$ cat src/rtl/lcd_scanner_pkg.sv
// lcd_scanner_pkg
//   Shared types and constants for the LCD frame scanner.
//   - state_t     : scanner FSM states
//   - SOF_BIT     : position of the start-of-frame flag in a queue word
//   - R/G/B slices: RGB565 field positions inside a 16-bit pixel
//   - in_range()  : half-open interval test on counter values
package lcd_scanner_pkg;

  typedef enum logic {
    SYNC_WAIT = 1'b0,
    STREAM    = 1'b1
  } state_t;

  localparam int CNT_W   = 16;
  localparam int WORD_W  = 17;
  localparam int PIX_W   = 16;
  localparam int SOF_BIT = 16;

  localparam int R_MSB = 15;
  localparam int R_LSB = 11;
  localparam int G_MSB = 10;
  localparam int G_LSB = 5;
  localparam int B_MSB = 4;
  localparam int B_LSB = 0;

  // lo <= x < hi, done as one unsigned subtract: when x < lo the difference
  // wraps to a large value and fails the compare. Needs hi - lo < 2**CNT_W.
  function automatic logic in_range(input logic [CNT_W-1:0] x,
                                    input logic [CNT_W-1:0] lo,
                                    input logic [CNT_W-1:0] hi);
    return (x - lo) < (hi - lo);
  endfunction

endpackage

$ cat src/rtl/lcd_timing_gen.sv
// lcd_timing_gen
//   Free-running horizontal/vertical raster counters for the LCD panel.
//   Ports:
//     clk, reset_n        : pixel clock, synchronous active-low reset
//     h_cnt, v_cnt        : current raster position
//     active              : position lies in the visible area
//     hsync_raw/vsync_raw : unregistered active-low syncs for this position
//     frame_end           : last position of the frame (H_TOTAL-1, V_TOTAL-1)
module lcd_timing_gen
  import lcd_scanner_pkg::*;
#(
  parameter int H_ACTIVE = 800,
  parameter int H_FRONT  = 40,
  parameter int H_SYNC   = 48,
  parameter int H_BACK   = 40,
  parameter int V_ACTIVE = 480,
  parameter int V_FRONT  = 13,
  parameter int V_SYNC   = 3,
  parameter int V_BACK   = 29
) (
  input  logic             clk,
  input  logic             reset_n,
  output logic [CNT_W-1:0] h_cnt,
  output logic [CNT_W-1:0] v_cnt,
  output logic             active,
  output logic             hsync_raw,
  output logic             vsync_raw,
  output logic             frame_end
);

  localparam logic [CNT_W-1:0] H_LAST     = CNT_W'(H_ACTIVE + H_FRONT + H_SYNC + H_BACK - 1);
  localparam logic [CNT_W-1:0] V_LAST     = CNT_W'(V_ACTIVE + V_FRONT + V_SYNC + V_BACK - 1);
  localparam logic [CNT_W-1:0] H_ACT      = CNT_W'(H_ACTIVE);
  localparam logic [CNT_W-1:0] V_ACT      = CNT_W'(V_ACTIVE);
  localparam logic [CNT_W-1:0] H_SYNC_BEG = CNT_W'(H_ACTIVE + H_FRONT);
  localparam logic [CNT_W-1:0] H_SYNC_END = CNT_W'(H_ACTIVE + H_FRONT + H_SYNC);
  localparam logic [CNT_W-1:0] V_SYNC_BEG = CNT_W'(V_ACTIVE + V_FRONT);
  localparam logic [CNT_W-1:0] V_SYNC_END = CNT_W'(V_ACTIVE + V_FRONT + V_SYNC);

  logic [CNT_W-1:0] h_cnt_reg;
  logic [CNT_W-1:0] v_cnt_reg;

  always_ff @(posedge clk) begin
    if (!reset_n) begin
      h_cnt_reg <= '0;
      v_cnt_reg <= '0;
    end else if (h_cnt_reg == H_LAST) begin
      h_cnt_reg <= '0;
      v_cnt_reg <= (v_cnt_reg == V_LAST) ? '0 : v_cnt_reg + 1'b1;
    end else begin
      h_cnt_reg <= h_cnt_reg + 1'b1;
    end
  end

  assign h_cnt     = h_cnt_reg;
  assign v_cnt     = v_cnt_reg;
  assign active    = (h_cnt_reg < H_ACT) && (v_cnt_reg < V_ACT);
  assign hsync_raw = !in_range(h_cnt_reg, H_SYNC_BEG, H_SYNC_END);
  assign vsync_raw = !in_range(v_cnt_reg, V_SYNC_BEG, V_SYNC_END);
  assign frame_end = (h_cnt_reg == H_LAST) && (v_cnt_reg == V_LAST);

endmodule

$ cat src/rtl/lcd_frame_scanner.sv
// lcd_frame_scanner
//   Drains a first-word-fall-through pixel queue and drives an RGB565 panel.
//   The stored image sits in a fixed window; border colour fills the rest.
//   Ports:
//     clk, reset_n              : pixel clock, synchronous active-low reset
//     queue_data/queue_empty    : queue head ([16]=SOF, [15:0]=RGB565)
//     queue_rd_en               : pop head this cycle (combinational)
//     lcd_de/hsync/vsync/r/g/b  : registered panel outputs
//     err_clear                 : clears the sticky error flags
//     underflow_err, align_err  : sticky error flags
//     frame_count               : frames streamed without error (wrapping)
module lcd_frame_scanner
  import lcd_scanner_pkg::*;
#(
  parameter int          H_ACTIVE        = 800,
  parameter int          H_FRONT         = 40,
  parameter int          H_SYNC          = 48,
  parameter int          H_BACK          = 40,
  parameter int          V_ACTIVE        = 480,
  parameter int          V_FRONT         = 13,
  parameter int          V_SYNC          = 3,
  parameter int          V_BACK          = 29,
  parameter int          IMAGE_WIDTH     = 640,
  parameter int          IMAGE_HEIGHT    = 480,
  parameter int          X_OFFSET        = 80,
  parameter int          Y_OFFSET        = 0,
  parameter logic [15:0] BORDER_COLOR    = 16'h0000,
  parameter logic [15:0] UNDERFLOW_COLOR = 16'hF800
) (
  input  logic              clk,
  input  logic              reset_n,
  input  logic [WORD_W-1:0] queue_data,
  input  logic              queue_empty,
  output logic              queue_rd_en,
  output logic              lcd_de,
  output logic              lcd_hsync,
  output logic              lcd_vsync,
  output logic [4:0]        lcd_r,
  output logic [5:0]        lcd_g,
  output logic [4:0]        lcd_b,
  input  logic              err_clear,
  output logic              underflow_err,
  output logic              align_err,
  output logic [15:0]       frame_count
);

  localparam logic [CNT_W-1:0] X_BEG  = CNT_W'(X_OFFSET);
  localparam logic [CNT_W-1:0] X_END  = CNT_W'(X_OFFSET + IMAGE_WIDTH);
  localparam logic [CNT_W-1:0] X_LAST = CNT_W'(X_OFFSET + IMAGE_WIDTH - 1);
  localparam logic [CNT_W-1:0] Y_BEG  = CNT_W'(Y_OFFSET);
  localparam logic [CNT_W-1:0] Y_END  = CNT_W'(Y_OFFSET + IMAGE_HEIGHT);
  localparam logic [CNT_W-1:0] Y_LAST = CNT_W'(Y_OFFSET + IMAGE_HEIGHT - 1);

  logic [CNT_W-1:0] h_cnt;
  logic [CNT_W-1:0] v_cnt;
  logic             active;
  logic             hsync_raw;
  logic             vsync_raw;
  logic             frame_end;

  lcd_timing_gen #(
    .H_ACTIVE (H_ACTIVE),
    .H_FRONT  (H_FRONT),
    .H_SYNC   (H_SYNC),
    .H_BACK   (H_BACK),
    .V_ACTIVE (V_ACTIVE),
    .V_FRONT  (V_FRONT),
    .V_SYNC   (V_SYNC),
    .V_BACK   (V_BACK)
  ) u_timing (
    .clk       (clk),
    .reset_n   (reset_n),
    .h_cnt     (h_cnt),
    .v_cnt     (v_cnt),
    .active    (active),
    .hsync_raw (hsync_raw),
    .vsync_raw (vsync_raw),
    .frame_end (frame_end)
  );

  logic             in_window;
  logic             first_px;
  logic             last_px;
  logic             head_sof;
  logic [PIX_W-1:0] head_pix;

  assign in_window = in_range(h_cnt, X_BEG, X_END) && in_range(v_cnt, Y_BEG, Y_END);
  assign first_px  = (h_cnt == X_BEG)  && (v_cnt == Y_BEG);
  assign last_px   = (h_cnt == X_LAST) && (v_cnt == Y_LAST);
  assign head_sof  = queue_data[SOF_BIT];
  assign head_pix  = queue_data[PIX_W-1:0];

  // SOF must appear on the first window pixel and nowhere else.
  logic sof_misplaced;
  assign sof_misplaced = (first_px != head_sof);

  state_t state_reg;
  state_t state_next;

  // State register
  always_ff @(posedge clk) begin
    if (!reset_n) begin
      state_reg <= SYNC_WAIT;
    end else begin
      state_reg <= state_next;
    end
  end

  // Next-state logic
  always_comb begin
    state_next = state_reg;
    case (state_reg)
      SYNC_WAIT: begin
        // Only lock on at the frame boundary so the SOF word lands on the
        // first window pixel of the coming frame.
        if (frame_end && !queue_empty && head_sof) begin
          state_next = STREAM;
        end
      end
      STREAM: begin
        if (in_window && (queue_empty || sof_misplaced)) begin
          state_next = SYNC_WAIT;
        end
      end
      default: state_next = SYNC_WAIT;
    endcase
  end

  // Output logic: pop request, error pulses and the pixel for this position
  logic             pop;
  logic             underflow_set;
  logic             align_set;
  logic             frame_done;
  logic [PIX_W-1:0] pixel_next;

  always_comb begin
    pop           = 1'b0;
    underflow_set = 1'b0;
    align_set     = 1'b0;
    frame_done    = 1'b0;
    pixel_next    = in_window ? UNDERFLOW_COLOR : BORDER_COLOR;
    case (state_reg)
      SYNC_WAIT: begin
        // Discard stale words; an SOF head is held for the next frame.
        pop = !queue_empty && !head_sof;
      end
      STREAM: begin
        if (in_window) begin
          if (queue_empty) begin
            underflow_set = 1'b1;
          end else if (sof_misplaced) begin
            align_set = 1'b1;
          end else begin
            pop        = 1'b1;
            pixel_next = head_pix;
            frame_done = last_px;
          end
        end
      end
      default: ;
    endcase
  end

  // Gate with reset so nothing is drained while the block is held in reset.
  assign queue_rd_en = pop && reset_n;

  logic             de_reg;
  logic             hsync_reg;
  logic             vsync_reg;
  logic [PIX_W-1:0] rgb_reg;
  logic             underflow_reg;
  logic             align_reg;
  logic [15:0]      frame_count_reg;

  always_ff @(posedge clk) begin
    if (!reset_n) begin
      de_reg          <= 1'b0;
      hsync_reg       <= 1'b1;
      vsync_reg       <= 1'b1;
      rgb_reg         <= '0;
      underflow_reg   <= 1'b0;
      align_reg       <= 1'b0;
      frame_count_reg <= '0;
    end else begin
      de_reg          <= active;
      hsync_reg       <= hsync_raw;
      vsync_reg       <= vsync_raw;
      rgb_reg         <= active ? pixel_next : '0;
      // A new error in the same cycle as err_clear keeps the flag set.
      underflow_reg   <= underflow_set || (underflow_reg && !err_clear);
      align_reg       <= align_set || (align_reg && !err_clear);
      frame_count_reg <= frame_count_reg + {15'b0, frame_done};
    end
  end

  assign lcd_de        = de_reg;
  assign lcd_hsync     = hsync_reg;
  assign lcd_vsync     = vsync_reg;
  assign lcd_r         = rgb_reg[R_MSB:R_LSB];
  assign lcd_g         = rgb_reg[G_MSB:G_LSB];
  assign lcd_b         = rgb_reg[B_MSB:B_LSB];
  assign underflow_err = underflow_reg;
  assign align_err     = align_reg;
  assign frame_count   = frame_count_reg;

endmodule

$ cat config.mk
export PLATFORM = sky130hd
export DESIGN_NAME = lcd_frame_scanner
export DESIGN_NICKNAME = d
export VERILOG_FILES = /design/src/rtl/lcd_scanner_pkg.sv /design/src/rtl/lcd_timing_gen.sv /design/src/rtl/lcd_frame_scanner.sv
export SDC_FILE = /design/constraint.sdc
export NUM_CORES = 1
export LEC_CHECK = 0
export BUFFER_PORTS_ARGS = -buffer_cell sky130_fd_sc_hd__buf_2
export CORE_UTILIZATION = 30
export CTS_CLUSTER_SIZE = 8
export DETAILED_ROUTE_END_ITERATION = 12
export SYNTH_ARGS = -nofsm -noshare
export SYNTH_HDL_FRONTEND = slang
export SYNTH_SLANG_ARGS = --single-unit
$ cat constraint.sdc
create_clock -name clk -period 3.7 [get_ports clk]
set_input_delay 0.37 -clock clk [delete_from_list [all_inputs] [get_ports clk]]
set_output_delay 0.37 -clock clk [all_outputs]
set_load 0.05 [all_outputs]
Yosys cells after proc, flatten, opt, wreduce, memory -nomap -nowiden
Index checks and enable logic that the tools add are counted.
- flip-flop bits (word level): 70
- output and inout bits: 38
- logic and storage cells: 76
- $add $sub $neg: 6
- $lt $le $gt $ge: 5
- eq/ne operators: 6
- multiplexer cells: 24
- bitwise operators: 2
- reduce and logical (&&, ||, !) cells: 23
- operators by type and width (operator ; number):
    16-bit two-way mux ; 6
    16-bit by 10-bit equality test with 1-bit output, second input constant ; 3
    16-bit by 1-bit adder with 16-bit output, second input constant ; 2
    16-bit by 10-bit < comparator with 1-bit output, second input constant ; 2
    16-bit by 1-bit adder with 16-bit output ; 1
    16-bit by 7-bit equality test with 1-bit output, second input constant ; 1
    16-bit by 9-bit equality test with 1-bit output, second input constant ; 1
    16-bit logical NOT ; 1
    16-bit by 2-bit < comparator with 1-bit output, second input constant ; 1
    16-bit by 6-bit < comparator with 1-bit output, second input constant ; 1
    16-bit by 9-bit < comparator with 1-bit output, second input constant ; 1
    1-bit two-way mux ; 16
    16-bit by 10-bit subtractor with 16-bit output, second input constant ; 1
    16-bit by 7-bit subtractor with 16-bit output, second input constant ; 1
    16-bit by 9-bit subtractor with 16-bit output, second input constant ; 1
    1-bit logical AND ; 12
    1-bit logical NOT ; 5
    1-bit one-hot mux with 2 select lines ; 2
    1-bit logical OR ; 3
    1-bit inverter ; 2
    2-bit AND reduction ; 1
    2-bit OR reduction ; 1
    1-bit inequality test ; 1

Longest topological paths before layout
- word-level depth: 8
- gate-level depth with buffers: 15

Cells and area by module
A second synthesis with hierarchy kept.
- cells, all modules: 425
- area, all modules: 3659.8 µm²
- by module, submodules not included (module ; times used ; cells an instance ; area an instance (µm²) ; seq. area each (µm²)):
    lcd_timing_gen ; 1 ; 238 ; 1886.8 ; 640.6
    lcd_frame_scanner ; 1 ; 187 ; 1773.0 ; 760.7

Worst setup path before layout
OpenSTA, ideal clock, no wires.
- kind: register -> register
- start: register u_timing.v_cnt_reg[0], in the netlist u_timing.v_cnt[0]
- end: register frame_count_reg[12], in the netlist frame_count[12]
- arrival: 2.758 ns
- required time: 3.585 ns
- slack: 0.827 ns
- cell stages (with the launch flop): 13
- path buffers: 0
- clock period less this slack: 2.873 ns
- path through: dfxtp_1 > ha_1 > nand4_1 > or4b_2 > nor3_1 > and3_1 > ha_1 > ha_1 > nand4_1 > nor2_1 > nand2_1 > xnor2_1 > and2_1
- longest elaborated chain between the ends: 8
- elaborated cells on any way between the ends: 12
- classes of those cells: 1 x add/sub; 1 x order compare; 2 x eq/ne; 4 x mux; 4 x reduce/logical
- ends and longest elaborated chain (item ; line ; RTL):
    start, declared ; lcd_timing_gen.sv:41 ; logic [CNT_W-1:0] v_cnt_reg;
    start signal, assigned ; lcd_timing_gen.sv:49 ; v_cnt_reg <= (v_cnt_reg == V_LAST) ? '0 : v_cnt_reg + 1'b1;
    parallel branches: the longest is 5 deep, another holds 16-bit by 9-bit < comparator with 1-bit output ; - ;
    1-bit two-way mux * ; lcd_frame_scanner.sv:148 ; if (in_window) begin
    1-bit two-way mux * ; lcd_frame_scanner.sv:142 ; case (state_reg)
    16-bit by 1-bit adder with 16-bit output * ; lcd_frame_scanner.sv:192 ; frame_count_reg <= frame_count_reg + {15'b0, frame_done};
    end signal, assigned ; lcd_frame_scanner.sv:192 ;
    end, declared ; lcd_frame_scanner.sv:173 ; logic [15:0] frame_count_reg;
Mark *: on every way between the ends.
A chain may end at the register's enable or synchronous reset.

Worst setup path in the final report
Ends and elaborated chain as after synthesis.

==> summary.md <==
| Metric | Value |
|---|---|
| Status | completed |
| Row Count | 38 |
| Critical path type | reg2reg |
| Core ar. | 11000 um^2 |
| Final Setup Violations | 0 |
| IO Count | 59 |
| Vias per inst | 4.92 |
| Top-count cell post-synth | dfxtp_1 |
| Final setup skew | 0.00672 ns |
| Mapped Avg Cell Area | 8.84 um^2 |
| Post-synthesis register bit count | 70 |
| Maximum VDD drop | 0.399 mV |
| Post-DRT Antenna Nets | 0 |
| Synth cell count leaders | 70 x dfxtp_1, 40 x nor2_1, 25 x xnor2_1 |
| Worst-Margin Slew | 0.972 ns |
| CP required | 3.93 ns |
| Setup Fix Bufs, Post-CTS | 0 |
| Syn Inst Count | 390 |
| Top cell type by total area after synthesis | dfxtp_1 |
| Starting Density | 31.3% |
| Routed wire length | 7460 um |
| Switch Pwr | 0.361 mW |
| Maximum root-to-sink buffer count | 2 |
| Mapped Area | 3450 um^2 |
| Final Core Density | 37.5% |
| F_max | 305 MHz |
| Final hold violations | 0 |
| Min Tclk post-route | 3.28 ns |
| Die height | 109 um |
| Max-slew headroom | 34.7% |
| Reg clk slew, reported paths | 0.06 ns |
| Total CTS buffers | 9 |
| IO buf count | 58 |
| CTS tree | built |
| P_leak | 1.74 nW |
| Post-synth top area share | 40.7% |
| CTS root buffer | clkbuf_16 |
| Post-place setup slack | 0.471 ns |
| Worst Path Max Fanout | 7 |
| Part of the cycle the worst path needs | 88.5% |
| Max-slew violations | 0 |
| GRT overflow | 0 |
| Logic gate share of total power | 2.6% |
| Total Routing Usage GR | 13.0% |
| Routed len/inst | 12.7 um |
| Layout cells sized above 1 | 21.5% |
| DRC viols | 0 |
| Worst setup EP type | register |
| Horiz. Die Dim | 109 um |
| Fin nets | 471 |
| Unique cell type count in the Yosys netlist | 55 |
| Power Internal | 1.32 mW |
| Setup TNS after final layout | 0 ns |
| Pwr dens | 406 nW/um^2 |
| Data arrival time of the worst path | 3.51 ns |
| RSZ-0062 raised after global routing | false |
| Part of the Yosys area used for sequential elements | 40.7% |
| Max-cap violations | 0 |
| Vias in the first global route | 2622 |
| Setup WS post-layout | 0.424 ns |
| Startpoint types | register |
| Clock power frac | 52.1% |
| Drt first pass iters | 4 |
| Die ar. | 11900 um^2 |
| Hold_buf cts | 0 |
| GP Congestion | 0.819 |
| Post-DP HPWL | 5340 um |
| Hold Path Class | in2reg |
| Ys async rst share | 0% |
| Post-synth net total | 420 |
| First-pass GRT wire length | 12200 um |
| Via count | 2885 |
| Ranking of synthesized cells by area | dfxtp_1 41%, xnor2_1 6.4%, nor2_1 4.4% |
| Sw frac | 21.5% |
| Initial antenna violation count | 0 |
| EDFF count, synth | 0 |
| Diodes inserted | 0 |
| DR iter-0 viols | 161 |
| Clk_lat worst skew | 0.33 ns |
| Most used DFF post-synth | dfxtp_1 |
| CTS resizes | 0 |
| Yosys warns | 0 |
| Sequential power share | 45.3% |
| Sink Count | 70 |
| Pin count of the biggest net entering global routing | 27 |
| Layout area overhead | 19.9% |
| H-tree depth | 3 |
==> cells by family after synthesis <==
logic type	synth area share, %
buf+inv	4.61
flops	40.7
xor+xnor	10.2
simple gates	33.5
mux	0.290
fa+ha+maj	3.56
compound gates	7.22
==> layer usage <==
layer  wire length (um)  GRT usage (%)  vias up  part of all wire (%)
met5                  0              0        -                     0
met4                162           6.67        0                   2.2
met3                398           3.11       13                   5.3
met2               3200           20.3       65                    43
met1               3700           16.5     1331                    50
li1                   -              -     1476                     -
==> power by group through the flow <==
stage	combinational (mW)	clock, mW	sequential, mW
final	0.0432	0.875	0.760
after global routing	0.0488	0.934	0.760
after CTS	0.0441	0.899	0.760
after detailed placement	0.0439	0	0.776
after global placement	0.0433	0	0.776
after floorplan	0.0249	0	0.778
==> critical path: stages (launching register included) <==
cell and delay [ns]:
dfxtp_1 0.43, ha_1 0.20, nand4_1 0.26, or4b_2 0.70, nor3_1 0.23, and3_1 0.19, ha_1 0.19, ha_1 0.22
nand4_1 0.16, nor2_1 0.23, nand2_1 0.09, xnor2_1 0.13, and2_1 0.15
==> cells in the final DEF (no fill, tap or decap), types with 2 or more instances in the layout <==
| master | n |
|---|---|
| dfxtp_1 | 70 |
| buf_2 | 58 |
| nor2_1 | 40 |
| xnor2_1 | 25 |
| nand2_1 | 24 |
| nand3_1 | 18 |
| inv_1 | 17 |
| and2_1 | 16 |
| xor2_1 | 15 |
| and3_1 | 14 |
| nand4_1 | 12 |
| and4_1 | 11 |
| o21ai_0 | 10 |
| nor3_1 | 10 |
| a21oi_1 | 10 |
| ha_1 | 9 |
| clkbuf_16 | 9 |
| or3_1 | 7 |
| nor4_1 | 5 |
| a31oi_1 | 5 |
| nor2b_1 | 4 |
| and4_2 | 4 |
| nor3_2 | 3 |
| nand4b_1 | 3 |
| or4_1 | 3 |
| nand2_2 | 2 |
| nand3b_1 | 2 |
| nor4_2 | 2 |
| or2_2 | 2 |
| a21boi_0 | 2 |
| o31ai_1 | 2 |
| nand2b_1 | 2 |
| nor4b_1 | 2 |
| inv_6 | 2 |
| clkinvlp_4 | 2 |
==> worst paths after layout <==
kind / end / slack (ns) / cells past startpoint / start
worst min register to register: u_timing.h_cnt[0]$_SDFF_PP0_ / 0.47 / 1 / u_timing.h_cnt[0]$_SDFF_PP0_
worst max register to register: frame_count[12]$_SDFF_PN0_ / 0.42 / 12 / u_timing.v_cnt[0]$_SDFFE_PN0N_
worst min-delay path: rgb_reg[7]$_SDFF_PP0_ / 0.28 / 2 / queue_data[7]
worst max-delay path: frame_count[12]$_SDFF_PN0_ / 0.42 / 12 / u_timing.v_cnt[0]$_SDFFE_PN0N_
==> through the flow <==
step,power [mW],hold slack [ns],cell area (um^2),cells
finish,1.68,0.283,4130,586
global route,1.74,0.279,4130,586
CTS,1.70,0.278,4130,586
detailed placement,0.820,0.458,3820,570
global placement,0.819,0.445,3820,570
floorplan,0.803,0.426,3450,390
==> area by class of cell <==
cell class / instances / area (um^2)
clock inverter: 6 / 67.6
timing repair buffer: 59 / 298
sequential: 70 / 1400
multi-input combinational: 284 / 1890
fill: 1089 / 6900
tap: 140 / 175
inverter: 17 / 63.8
clock buffer: 10 / 239
Note: power is estimated with default switching activity, not from simulation.
